**src/rtl/fetch_prefetch_queue_if.sv**
```systemverilog
// Prefetch queue bus bundle: instruction-memory request/response, fetch redirect and IF/ID delivery.
// The master modport is the prefetch unit; the slave modport is the memory/core side.
interface fetch_prefetch_queue_if;
   logic        imem_req_valid;
   logic        imem_req_ready;
   logic [31:0] imem_req_addr;
   logic        imem_resp_valid;
   logic [31:0] imem_resp_data;
   logic        redirect_valid;
   logic [31:0] redirect_pc;
   logic        if_valid;
   logic        if_ready;
   logic [31:0] if_pc;
   logic [31:0] if_instr;

   modport master (
      output imem_req_valid, imem_req_addr, if_valid, if_pc, if_instr,
      input  imem_req_ready, imem_resp_valid, imem_resp_data, redirect_valid, redirect_pc, if_ready
   );

   modport slave (
      input  imem_req_valid, imem_req_addr, if_valid, if_pc, if_instr,
      output imem_req_ready, imem_resp_valid, imem_resp_data, redirect_valid, redirect_pc, if_ready
   );
endinterface

```
**src/rtl/fetch_prefetch_queue.sv**
```systemverilog
// Instruction prefetch queue: in-order fetch to variable-latency memory, PC/instr FIFO to IF/ID, redirect flush.
// Optional PFQ_BYPASS_EN: a response arriving at an empty queue is presented to IF/ID in the same cycle.
module fetch_prefetch_queue #(
   parameter int          DEPTH    = 4,
   parameter logic [31:0] RESET_PC = 32'h0000_0000
) (
   input logic                    clk,
   input logic                    reset,
   fetch_prefetch_queue_if.master bus
);
   localparam int PTR_W = (DEPTH > 1) ? $clog2(DEPTH) : 1;
   localparam int CNT_W = PTR_W + 1;
   localparam logic [CNT_W:0]   DEPTH_SUM = (CNT_W + 1)'(DEPTH);
   localparam logic [CNT_W-1:0] DEPTH_CNT = CNT_W'(DEPTH);
   localparam logic [CNT_W-1:0] CNT_ZERO  = {CNT_W{1'b0}};
   localparam logic [CNT_W-1:0] CNT_ONE   = {{(CNT_W-1){1'b0}}, 1'b1};
   localparam logic [PTR_W-1:0] PTR_ZERO  = {PTR_W{1'b0}};
   localparam logic [PTR_W-1:0] PTR_ONE   = {{(PTR_W-1){1'b0}}, 1'b1};

   logic [31:0]      fetch_pc_q, fetch_pc_d, resp_pc_q, resp_pc_d;
   logic [31:0]      pc_mem_q [DEPTH];
   logic [31:0]      pc_mem_d [DEPTH];
   logic [31:0]      instr_mem_q [DEPTH];
   logic [31:0]      instr_mem_d [DEPTH];
   logic [PTR_W-1:0] rd_ptr_q, rd_ptr_d, wr_ptr_q, wr_ptr_d;
   logic [CNT_W-1:0] count_q, count_d, inflight_q, inflight_d, drop_q, drop_d;

   logic             req_valid_s, req_fire_s, resp_keep_s, bypass_s, push_s, pop_s, if_valid_s;
   logic [31:0]      if_pc_s, if_instr_s, redirect_pc_s;
   logic [CNT_W:0]   credit_sum_s;

   // Handshake decode: request credit, response steering, IF/ID presentation and pop.
   always_comb begin
      credit_sum_s  = {1'b0, count_q} + {1'b0, inflight_q};
      redirect_pc_s = bus.redirect_pc & 32'hFFFF_FFFC;
      // Outstanding requests plus buffered entries never exceed DEPTH, so a kept response always fits.
      req_valid_s   = !reset && !bus.redirect_valid && (credit_sum_s < DEPTH_SUM);
      req_fire_s    = req_valid_s && bus.imem_req_ready;
      resp_keep_s   = bus.imem_resp_valid && (drop_q == CNT_ZERO) && !bus.redirect_valid;
      if_valid_s    = 1'b0;
      if_pc_s       = pc_mem_q[rd_ptr_q];
      if_instr_s    = instr_mem_q[rd_ptr_q];
      bypass_s      = 1'b0;
`ifdef PFQ_BYPASS_EN
      if ((count_q == CNT_ZERO) && resp_keep_s) begin
         if_valid_s = !reset;
         if_pc_s    = resp_pc_q;
         if_instr_s = bus.imem_resp_data;
         bypass_s   = bus.if_ready;
      end else begin
         if_valid_s = !reset && !bus.redirect_valid && (count_q != CNT_ZERO);
         if_pc_s    = pc_mem_q[rd_ptr_q];
         if_instr_s = instr_mem_q[rd_ptr_q];
         bypass_s   = 1'b0;
      end
`else
      if_valid_s = !reset && !bus.redirect_valid && (count_q != CNT_ZERO);
`endif
      push_s = resp_keep_s && !bypass_s;
      pop_s  = (count_q != CNT_ZERO) && !bus.redirect_valid && bus.if_ready;
   end

   // Next-state computation; a redirect overrides every other update in its cycle.
   always_comb begin
      fetch_pc_d  = fetch_pc_q;
      resp_pc_d   = resp_pc_q;
      pc_mem_d    = pc_mem_q;
      instr_mem_d = instr_mem_q;
      rd_ptr_d    = rd_ptr_q;
      wr_ptr_d    = wr_ptr_q;
      count_d     = count_q;
      inflight_d  = inflight_q;
      drop_d      = drop_q;
      if (bus.redirect_valid) begin
         fetch_pc_d = redirect_pc_s;
         resp_pc_d  = redirect_pc_s;
         count_d    = CNT_ZERO;
         rd_ptr_d   = wr_ptr_q;
         // Everything still outstanding is wrong-path; a response landing now is discarded too.
         inflight_d = inflight_q - (bus.imem_resp_valid ? CNT_ONE : CNT_ZERO);
         drop_d     = inflight_q - (bus.imem_resp_valid ? CNT_ONE : CNT_ZERO);
      end else begin
         if (req_fire_s) begin
            fetch_pc_d = fetch_pc_q + 32'd4;
         end else begin
            fetch_pc_d = fetch_pc_q;
         end
         inflight_d = inflight_q + (req_fire_s ? CNT_ONE : CNT_ZERO)
                                 - (bus.imem_resp_valid ? CNT_ONE : CNT_ZERO);
         if (bus.imem_resp_valid && (drop_q != CNT_ZERO)) begin
            drop_d = drop_q - CNT_ONE;
         end else begin
            drop_d = drop_q;
         end
         if (resp_keep_s) begin
            resp_pc_d = resp_pc_q + 32'd4;
         end else begin
            resp_pc_d = resp_pc_q;
         end
         if (push_s) begin
            pc_mem_d[wr_ptr_q]    = resp_pc_q;
            instr_mem_d[wr_ptr_q] = bus.imem_resp_data;
            wr_ptr_d              = wr_ptr_q + PTR_ONE;
         end else begin
            wr_ptr_d = wr_ptr_q;
         end
         if (pop_s) begin
            rd_ptr_d = rd_ptr_q + PTR_ONE;
         end else begin
            rd_ptr_d = rd_ptr_q;
         end
         count_d = count_q + (push_s ? CNT_ONE : CNT_ZERO) - (pop_s ? CNT_ONE : CNT_ZERO);
      end
   end

   // State registers.
   always_ff @(posedge clk or posedge reset) begin
      if (reset) begin
         fetch_pc_q <= RESET_PC;
         resp_pc_q  <= RESET_PC;
         rd_ptr_q   <= PTR_ZERO;
         wr_ptr_q   <= PTR_ZERO;
         count_q    <= CNT_ZERO;
         inflight_q <= CNT_ZERO;
         drop_q     <= CNT_ZERO;
         for (int i = 0; i < DEPTH; i++) begin
            pc_mem_q[i]    <= 32'h0000_0000;
            instr_mem_q[i] <= 32'h0000_0000;
         end
      end else begin
         fetch_pc_q  <= fetch_pc_d;
         resp_pc_q   <= resp_pc_d;
         rd_ptr_q    <= rd_ptr_d;
         wr_ptr_q    <= wr_ptr_d;
         count_q     <= count_d;
         inflight_q  <= inflight_d;
         drop_q      <= drop_d;
         pc_mem_q    <= pc_mem_d;
         instr_mem_q <= instr_mem_d;
      end
   end

   assign bus.imem_req_valid = req_valid_s;
   assign bus.imem_req_addr  = fetch_pc_q;
   assign bus.if_valid       = if_valid_s;
   assign bus.if_pc          = if_pc_s;
   assign bus.if_instr       = if_instr_s;

   push_at_full_a: assert property (@(posedge clk) disable iff (reset)
                                    !(push_s && (count_q == DEPTH_CNT)));
endmodule

```
**src/flat_wrapper.sv**
```systemverilog
// flat-port wrapper written by rule: the top's interface ports become plain ports
module fetch_prefetch_queue_flat 
#(
   parameter int          DEPTH    = 4,
   parameter logic [31:0] RESET_PC = 32'h0000_0000
)
  (clk, reset, bus_imem_req_valid, bus_imem_req_addr, bus_if_valid, bus_if_pc, bus_if_instr, bus_imem_req_ready, bus_imem_resp_valid, bus_imem_resp_data, bus_redirect_valid, bus_redirect_pc, bus_if_ready);
  fetch_prefetch_queue_if bus_i ();
  input logic clk;
  input logic reset;
  output wire logic [$bits(bus_i.imem_req_valid)-1:0] bus_imem_req_valid;
  output wire logic [$bits(bus_i.imem_req_addr)-1:0] bus_imem_req_addr;
  output wire logic [$bits(bus_i.if_valid)-1:0] bus_if_valid;
  output wire logic [$bits(bus_i.if_pc)-1:0] bus_if_pc;
  output wire logic [$bits(bus_i.if_instr)-1:0] bus_if_instr;
  input wire logic [$bits(bus_i.imem_req_ready)-1:0] bus_imem_req_ready;
  input wire logic [$bits(bus_i.imem_resp_valid)-1:0] bus_imem_resp_valid;
  input wire logic [$bits(bus_i.imem_resp_data)-1:0] bus_imem_resp_data;
  input wire logic [$bits(bus_i.redirect_valid)-1:0] bus_redirect_valid;
  input wire logic [$bits(bus_i.redirect_pc)-1:0] bus_redirect_pc;
  input wire logic [$bits(bus_i.if_ready)-1:0] bus_if_ready;
  assign bus_imem_req_valid = bus_i.imem_req_valid;
  assign bus_imem_req_addr = bus_i.imem_req_addr;
  assign bus_if_valid = bus_i.if_valid;
  assign bus_if_pc = bus_i.if_pc;
  assign bus_if_instr = bus_i.if_instr;
  assign bus_i.imem_req_ready = bus_imem_req_ready;
  assign bus_i.imem_resp_valid = bus_imem_resp_valid;
  assign bus_i.imem_resp_data = bus_imem_resp_data;
  assign bus_i.redirect_valid = bus_redirect_valid;
  assign bus_i.redirect_pc = bus_redirect_pc;
  assign bus_i.if_ready = bus_if_ready;
  fetch_prefetch_queue #(.DEPTH(DEPTH), .RESET_PC(RESET_PC)) u_core (.clk(clk), .reset(reset), .bus(bus_i));
endmodule
```
**config.mk**
```make
export PLATFORM = sky130hd
export DESIGN_NAME = fetch_prefetch_queue_flat
export DESIGN_NICKNAME = d
export VERILOG_FILES = /design/src/rtl/fetch_prefetch_queue_if.sv /design/src/rtl/fetch_prefetch_queue.sv /design/src/flat_wrapper.sv
export SDC_FILE = /design/constraint.sdc
export NUM_CORES = 1
export LEC_CHECK = 0
export ABC_AREA = 1
export CAP_MARGIN = 20
export CORE_UTILIZATION = 61
export CTS_CLUSTER_DIAMETER = 150
export DETAILED_ROUTE_END_ITERATION = 12
export PLACE_DENSITY = 0.85
export SLEW_MARGIN = 20
export SYNTH_ARGS = -nofsm -noshare
export SYNTH_HDL_FRONTEND = slang
export SYNTH_SLANG_ARGS = --single-unit
```
**constraint.sdc**
```tcl
create_clock -name clk -period 24 [get_ports clk]
set_input_delay 4.8 -clock clk [delete_from_list [all_inputs] [get_ports clk]]
set_output_delay 4.8 -clock clk [all_outputs]
set_load 0.02 [all_outputs]
```
==> results_dict.tcl, run 1 <==
set metrics [dict create \
    status "completed" \
    synth_top_cell_by_area "dfrtp_1" \
    syn_area_um2 15500 \
    finalNonFillerCells 2382 \
    setup_violations 0 \
    worstPathRequired_ns 19.20 \
    rows 57 \
    period_minus_slack_ns 11.59 \
    slew_violations 0 \
    overflow 0 \
    gp_congestion 0.872 \
    via_count 13936 \
    drc_errors 0 \
    timing.final.ws_setup_ns 12.41 \
    synth_top_area_share_pct 52.0 \
    antenna_found_initial 1 \
    root_buffer "clkbuf_16" \
    fp.dieArea_um2 26000 \
    critPathMaxStageDelay_ns 0.63 \
    vias_per_cell 5.85 \
    ys_ff_latch 321 \
    cts_tree "built" \
    fillers 1843 \
    synth.distinct_cells 37 \
    cp_top_family "buffers and inverters" \
    yosysWarnings 0 \
    final_util_pct 74.2 \
    syn2layout_area_growth_pct 18.1 \
    r2r-start "u_core.count_q[1]" \
    ant_nets 0 \
    worstHoldPathType "reg2reg" \
    synthCells 1930 \
    worst_clock_skew_ns 0.0242 \
    drt_iter0_drc 1715 \
    setup-tns-final_ns 0 \
    placed_cells_incl_taps 2319 \
    initial_utilization_pct 62.8 \
    leakagePower_nw 8.52 \
    die_w_um 161 \
    worst_ir_drop_vdd_mv 0.0901 \
    grt_pass1_vias 13250 \
    totalWireLength_um 39500 \
    worstMarginPinSlew_ns 1.02 \
    synth_edf_count 0 \
    final_common_cell "nand2_1" \
    htreeDepth 2 \
    fin_crit_sh_pct 48.3 \
    ys_top_cells_by_area "dfrtp_1 52%, nand2_1 12%, o21ai_0 8.0%" \
    cts.reportedPaths.clkPinSlew_ns 0.05 \
    io_buffers 161 \
    cp_data_arrival_time_ns 6.79 \
    design_area_um2 18300 \
    dpl_cell_area_um2 17100 \
    yosys_most_used_dff "dfrtp_1" \
    grt_max_degree 117 \
    worst_setup_path_end_kind "output pin" \
    cap_violations 0 \
    layout-drive-gt1-share_pct 4.96 \
    critPathLaunch "reset" \
    crit_top_cell "clkdlybuf4s50_1" \
    cts_made_buffers 35 \
    min-delay-start "u_core.pc_mem_q[55]" \
    yosysSeqAreaShare_pct 52.0 \
    hold_ws_ns 0.483 \
    postCtsResizedCells 0 \
    layout_common_cells "482 x nand2_1, 319 x dfrtp_1, 246 x o21ai_0" \
    worst-path-buf-inv 3 \
    die_y_um 161 \
    cts.sinks 321 \
    dpl.hpwl_um 24200 \
    hold_viol_final 0 \
    power.density_nw_per_um2 129 \
    crit_path_start_kind "input pin" \
    power.total_mw 2.35 \
    post-place-ws_ns 12.32 \
    slowest_stage "clkdlybuf4s50_1" \
    routedWlPerCell_um 16.6 \
    ios 168 \
    grt_pass1_wl_um 65100 \
    insertion_delay_ns 0.52 \
    path_cells "clkdlybuf4s50_1, inv_8, nand3b_1, nor2_2, clkdlybuf4s50_1" \
    syn_avg_cell_area_um2 8.01 \
    core_area_um2 24600 \
    cts_buffer_depth 3 \
    drt_first_pass_iters 6 \
    slew_headroom_pct 31.8 \
    synthArstFlopShare_pct 100 \
    cts_hold_buf 0 \
    fin_nets 2120 \
    track_usage_pct 30.8 \
    timing.fmax_ghz 0.0862 \
    rsz0062_at_grt "false" \
    crit_fanout 108 \
    path_class "in2out" \
    cts_setup_buffers 0 \
]
[worst paths after layout]
check | endpoint | cells after the start | slack (ns)
max | bus_imem_req_valid | 5 | 12.41
max in group asynchronous | u_core.instr_mem_q[21] | 3 | 17.67
min | u_core.pc_mem_q[55] | 2 | 0.48
min in group asynchronous | u_core.pc_mem_q[71] | 2 | 4.81
max reg2reg | u_core.inflight_q[2] | 11 | 20.74
min reg2reg | u_core.pc_mem_q[55] | 2 | 0.48
[power breakdown]
part / internal (mW) / switching [mW] / total (mW) / leakage (nW)
combinational: 0.391 / 0.559 / 0.950 / 3.78
sequential: 0.739 / 0.135 / 0.874 / 4.17
clock: 0.313 / 0.215 / 0.528 / 0.567
total: 1.44 / 0.909 / 2.35 / 8.52
[layout make-up]
type	instances	area, um2	area share (%)
Sequential cell	321	8040	44.0
Multi-Input combinational cell	1356	6420	35.2
Timing Repair Buffer	174	1710	9.36
Clock buffer	48	996	5.46
Inverter	144	549	3.01
Tap cell	324	405	2.22
Clock inverter	14	135	0.740
Antenna cell	1	2.50	0.0137
[synth_stat cells (9+ instances only)]
master / number
inv_1: 139
nand2_2: 9
clkbuf_1: 60
o211ai_1: 17
nor2_1: 196
nand3_1: 64
o21ai_1: 174
o22ai_1: 62
a21oi_1: 18
buf_2: 43
nand4_1: 10
o21ai_0: 246
dfrtp_1: 321
ha_1: 16
nand2_1: 482
xor2_1: 17
[layer usage]
metal / global-route usage [%] / routed length [um] / vias to the layer above
met2: 49.2 / 18600 / 630
met4: 11.0 / 1030 / 0
met1: 43.6 / 17000 / 6675
met5: 0 / 0 / -
li1: - / - / 6551
met3: 4.16 / 2910 / 80
[worst min-delay path, delay by kind of cell (launching register included)]
family / cells / cell delay (ns)
AND/OR/NAND/NOR: 1 / 0.05
AO/OA/AOI/OAI: 1 / 0.06
flip-flops: 1 / 0.34
[sequential cells by signal (all words and copies together), names as in the netlist]
| name | cells |
|---|---|
| u_core.bus.imem_req_addr | 30 |
| u_core.count_q | 3 |
| u_core.drop_q | 3 |
| u_core.inflight_q | 3 |
| u_core.instr_mem_q | 128 |
| u_core.pc_mem_q | 120 |
| u_core.rd_ptr_q | 2 |
| u_core.resp_pc_q | 30 |
| u_core.wr_ptr_q | 2 |
[cells by family (layout without fill, tap and decap cells)]
| group | Yosys count | count (layout) | synth area share (%) |
|---|---|---|---|
| simple gates | 790 | 790 | 20.8 |
| other cells | 1 | 5 | 0.0243 |
| buf+inv | 256 | 380 | 6.69 |
| flops | 321 | 321 | 52.0 |
| xor+xnor | 19 | 19 | 1.08 |
| fa+ha+maj | 18 | 18 | 1.55 |
| compound gates | 525 | 525 | 17.9 |
Power figures use the tool's default switching activity.
==> run 2, diff against run 1 <==
- CORE_UTILIZATION: 61 -> 51
- PLACE_DENSITY: 0.85 -> 0.76
- clock period: 24 -> 9.4 ns (I/O delays scaled with it)
==> run 2 against run 1 <==
Compared with the run above:
- utilization fell by 12 points
- via count decreased by 1.7%
- sequential share of layout area fell by 0.32 points
- worst hold slack hardly changed
- design area rose by 0.73%
- routed wire length grew 0.64%
- non-clock buffer count grew 3
- final cell count grew 2.6%
- total power increased to 2.5 times the previous value
- largest power group unchanged
==> results_dict.tcl, run 2 (synthesis results as in run 1) <==
set metrics [dict create \
    hold_viol_final 0 \
    slew_headroom_pct 25.7 \
    worstHoldPathType "reg2reg" \
    gr-max-usage-layer "met2" \
    via_count 13705 \
    fp.dieArea_um2 31000 \
    critPathLaunch "bus_redirect_valid" \
    cts_hold_buf 0 \
    worst_ir_drop_vdd_mv 0.147 \
    antenna_found_initial 1 \
    root_buffer "clkbuf_16" \
    rows 63 \
    use_met2_pct 41.1 \
    die_y_um 176 \
    core_area_um2 29700 \
    postCtsResizedCells 0 \
    vias_per_cell 5.61 \
    routedWlPerCell_um 16.3 \
    worstPathRequired_ns 7.52 \
    r2r-start "u_core.count_q[1]" \
    power.total_mw 5.99 \
    final_util_pct 61.9 \
    crit_fanout 47 \
    initial_utilization_pct 52.0 \
    drt_first_pass_iters 8 \
    grt_max_degree 103 \
    setup_violations 0 \
    io_buffers 161 \
    cts.reportedPaths.clkPinSlew_ns 0.06 \
    htreeDepth 2 \
    timing.fmax_ghz 0.168 \
    ant_nets 0 \
    syn2layout_area_growth_pct 19.0 \
    use_met3_pct 3.83 \
    critPathMaxStageDelay_ns 0.63 \
    largest_registers "u_core.instr_mem_q: 128 flops, u_core.pc_mem_q: 120 flops" \
    final_common_cell "nand2_1" \
    crit_top_cell "buf_4" \
    worst_clock_skew_ns 0.0222 \
    path_class "in2out" \
    period_minus_slack_ns 5.96 \
    layout_common_cells "482 x nand2_1, 319 x dfrtp_1, 246 x o21ai_0" \
    cp_top_family "buffers and inverters" \
    largest_register "u_core.instr_mem_q" \
    totalWireLength_um 39800 \
    ios 168 \
    status "completed" \
    fin_nets 2124 \
    setup-tns-final_ns 0 \
    cts_buffer_depth 3 \
    cp_data_arrival_time_ns 4.08 \
    layout-drive-gt1-share_pct 5.16 \
    diodes 0 \
    crit_path_start_kind "input pin" \
    die_w_um 176 \
    slew_violations 0 \
    slowest_stage "clkdlybuf4s50_1" \
    dpl.hpwl_um 24800 \
    grt_pass1_vias 12958 \
    leakagePower_nw 8.54 \
    gp_congestion 0.909 \
    design_area_um2 18400 \
    worst-path-buf-inv 5 \
    largest_reg_flops 128 \
    drc_errors 0 \
    min-delay-start "u_core.instr_mem_q[78]" \
    dpl_cell_area_um2 17200 \
    rsz0062_at_grt "false" \
    grt_pass1_wl_um 65200 \
    power.density_nw_per_um2 326 \
    fin_crit_sh_pct 63.5 \
    cts_tree "built" \
    cts_setup_buffers 0 \
    insertion_delay_ns 0.52 \
    use_met1_pct 36.7 \
    drt_iter0_drc 1202 \
    track_usage_pct 26.0 \
    worst_setup_path_end_kind "output pin" \
    overflow 0 \
    cts_made_buffers 36 \
    cap_violations 0 \
    path_cells "buf_2, buf_4, inv_1, buf_4, nand3b_1, nor2_2, clkdlybuf4s50_1" \
    worstMarginPinSlew_ns 1.11 \
    cts.sinks 321 \
]
==> run 2: cell types whose count changed in the layout (fill, tap and decap cells not counted), moves of 2 or more <==
cell        previous run  this run
clkbuf_1               7         2
clkinv_2              11         7
clkbuf_8               5         8
buf_16                 0         2
buf_4                 12        14
clkinvlp_4             0         2
==> run 2: final cells by class <==
type,instances,area [um2]
fillers,2541,11300
flip-flops and latches,321,8040
multi-input cells,1356,6420
repair buffers,177,1770
clock buffers,47,1040
inverters,144,546
well taps,390,488
clock inverters,10,85.1
==> run 2: path summary, 6_finish.rpt <==
kind                       slack [ns]                     end  depth (start not counted)
max                              3.44      bus_imem_req_valid                          7
min                              0.48  u_core.instr_mem_q[78]                          2
max reg2reg                      6.18    u_core.inflight_q[2]                         11
min reg2reg                      0.48  u_core.instr_mem_q[78]                          2
max in group asynchronous        5.81     u_core.pc_mem_q[89]                          5
min in group asynchronous        1.70        u_core.drop_q[1]                          2
==> run 2: worst register-to-register path: cells and delay by family, from the launching register on <==
kind            cells  cell delay [ns]
simple gates        4             0.49
xor+xnor            2             0.31
compound gates      1             0.08
fa+ha+maj           3             1.13
buf+inv             1             0.62
flops               1             0.44
==> run 2: metrics by stage <==
stage               setup WS (ns)  cells  hold WS, ns
floorplan                0.000875   1933        0.448
global placement             3.46   2386        0.464
detailed placement           3.48   2386        0.472
CTS                          3.46   2443        0.487
global route                 3.32   2445        0.498
finish                       3.44   2445        0.484
==> run 2: routing by layer <==
layer	wire, um	vias to the layer above	part of all wire (%)
met5	13	-	0.033
met4	1000	2	2.5
met3	2930	81	7.4
met2	18000	544	45
met1	17900	6529	45
li1	-	6549	-
==> run 2: report_power, final <==
group / total (mW) / internal (mW) / switching, mW / leakage [nW]
Sequential: 2.23 / 1.89 / 0.345 / 4.17
Combinational: 2.40 / 1.00 / 1.40 / 3.80
Clock: 1.35 / 0.804 / 0.548 / 0.563
Total: 5.99 / 3.69 / 2.30 / 8.54
==> run 3, diff against run 2 <==
- CORE_UTILIZATION: 51 -> 57
- PLACE_DENSITY: 0.76 -> 0.8
- clock period: 9.4 -> 6.2 ns (I/O delays scaled with it)
==> run 3 against run 2 <==
Compared with the run above:
- utilization increased by 8.2 points
- worst hold slack got worse by 0.0014 ns
- die area fell by 10%
- global-route usage up 3.1 points
- first-iteration DRC count grew 17%
- critical path type unchanged
- largest cell class unchanged
==> results_dict.tcl, run 3 (synthesis results as in run 1) <==
set metrics [dict create \
    status "completed" \
    leakagePower_nw 8.59 \
    cts_setup_buffers 0 \
    root_buffer "clkbuf_16" \
    worstPathRequired_ns 4.96 \
    die_y_um 167 \
    totalWireLength_um 39700 \
    antenna_found_initial 1 \
    min_path_cells 2 \
    gp_congestion 0.928 \
    period_minus_slack_ns 4.41 \
    worst_clock_skew_ns 0.0149 \
    cts_buffer_depth 3 \
    core_area_um2 26400 \
    ios 168 \
    final_util_pct 70.0 \
    vias_per_cell 5.78 \
    grt_pass1_wl_um 66300 \
    hold_viol_final 0 \
    routedWlPerCell_um 16.6 \
    initial_utilization_pct 58.7 \
    layout-drive-gt1-share_pct 5.34 \
    slowest_stage "clkdlybuf4s50_1" \
    final_common_cell "nand2_1" \
    fillers 2072 \
    grt_pass1_vias 13352 \
    fin_nets 2122 \
    critPathMaxStageDelay_ns 0.54 \
    largest_reg_flops 128 \
    power.total_mw 9.29 \
    cp_data_arrival_time_ns 3.17 \
    crit_fanout 23 \
    fin_crit_sh_pct 71.1 \
    via_count 13851 \
    layout_common_cells "482 x nand2_1, 319 x dfrtp_1, 242 x o21ai_0" \
    worstMarginPinSlew_ns 0.962 \
    setup_violations 0 \
    ant_nets 0 \
    cts_hold_buf 0 \
    power.density_nw_per_um2 503 \
    cts_tree "built" \
    fp.dieArea_um2 27800 \
    track_usage_pct 29.1 \
    drt_first_pass_iters 7 \
    worst_setup_path_end_kind "output pin" \
    crit_top_cell "clkdlybuf4s50_1" \
    grt_max_degree 166 \
    die_w_um 167 \
    syn2layout_area_growth_pct 19.4 \
    path_class "in2out" \
    overflow 0 \
    cts.reportedPaths.clkPinSlew_ns 0.06 \
    rows 59 \
    rsz0062_at_grt "false" \
    worst_ir_drop_vdd_mv 0.210 \
    r2r_cells 8 \
    worstHoldPathType "reg2reg" \
    drc_errors 0 \
    largest_registers "u_core.instr_mem_q: 128 flops, u_core.pc_mem_q: 120 flops" \
    dpl.hpwl_um 24200 \
    insertion_delay_ns 0.50 \
    largest_register "u_core.instr_mem_q" \
    htreeDepth 2 \
    slew_headroom_pct 35.9 \
    crit_path_start_kind "input pin" \
    cap_violations 0 \
    postCtsResizedCells 0 \
    drt_iter0_drc 1410 \
    path_cells "clkdlybuf4s50_1, clkinvlp_4, nand3b_1, nor2_4, clkdlybuf4s50_1" \
    cts_made_buffers 35 \
    setup-tns-final_ns 0 \
    io_buffers 161 \
    slew_violations 0 \
    timing.fmax_ghz 0.227 \
    cts.sinks 321 \
]
==> run 3: changes by cell type in the layout (fill, tap and decap cells not counted), sizes merged <==
cell | previous run | this run
buf | 17 | 16
clkbuf | 47 | 52
inv | 142 | 140
clkinvlp | 2 | 3
clkinv | 9 | 7
diode | 0 | 1
bufinv | 1 | 4
==> run 3: layer usage <==
metal  part of all wire [%]  GRT usage (%)  vias to the layer above
li1                       -              -                     6545
met1                     44           40.6                     6669
met2                     48           48.0                      563
met3                    6.4           3.49                       74
met4                    2.1           8.66                        0
met5                      0              0                        -
==> run 3: worst max-delay path: cells and delay by family <==
kind | cells | cell delay, ns
buffers and inverters | 3 | 1.50
AND/OR/NAND/NOR | 2 | 0.41
==> run 3: layout make-up <==
class	count	area, um2	share of cell area [%]
inverters	144	553	3.00
well taps	335	419	2.27
multi-input cells	1356	6450	34.9
clock inverters	10	155	0.840
diodes	1	2.50	0.0136
flip-flops and latches	321	8040	43.5
repair buffers	176	1760	9.56
clock buffers	52	1080	5.86
==> run 3: worst paths after layout <==
| kind | from | end | slack, ns |
|---|---|---|---|
| hold reg to reg | u_core.instr_mem_q[59] | u_core.instr_mem_q[59] | 0.48 |
| max in group asynchronous | reset | u_core.resp_pc_q[21] | 3.22 |
| setup / recovery | reset | bus_imem_req_valid | 1.79 |
| hold / removal | u_core.instr_mem_q[59] | u_core.instr_mem_q[59] | 0.48 |
| min in group asynchronous | reset | u_core.bus.imem_req_addr[7] | 1.14 |
| setup reg to reg | u_core.drop_q[0] | u_core.pc_mem_q[47] | 3.49 |
==> run 3: power by group <==
part / leakage, nW / internal, mW / switching [mW]
Combinational: 3.81 / 1.54 / 2.16
Sequential: 4.17 / 2.86 / 0.530
Clock: 0.606 / 1.37 / 0.827
Total: 8.59 / 5.77 / 3.51
==> run 3: metrics by stage <==
stage	hold WS (ns)	instances	area [um2]	setup slack [ns]
2_1_floorplan	0.448	1933	15500	-1.98
3_3_place_gp	0.464	2331	17200	1.73
3_5_place_dp	0.471	2331	17200	1.73
4_1_cts	0.485	2393	18400	1.73
5_1_grt	0.499	2394	18500	1.66
6_report	0.482	2395	18500	1.79
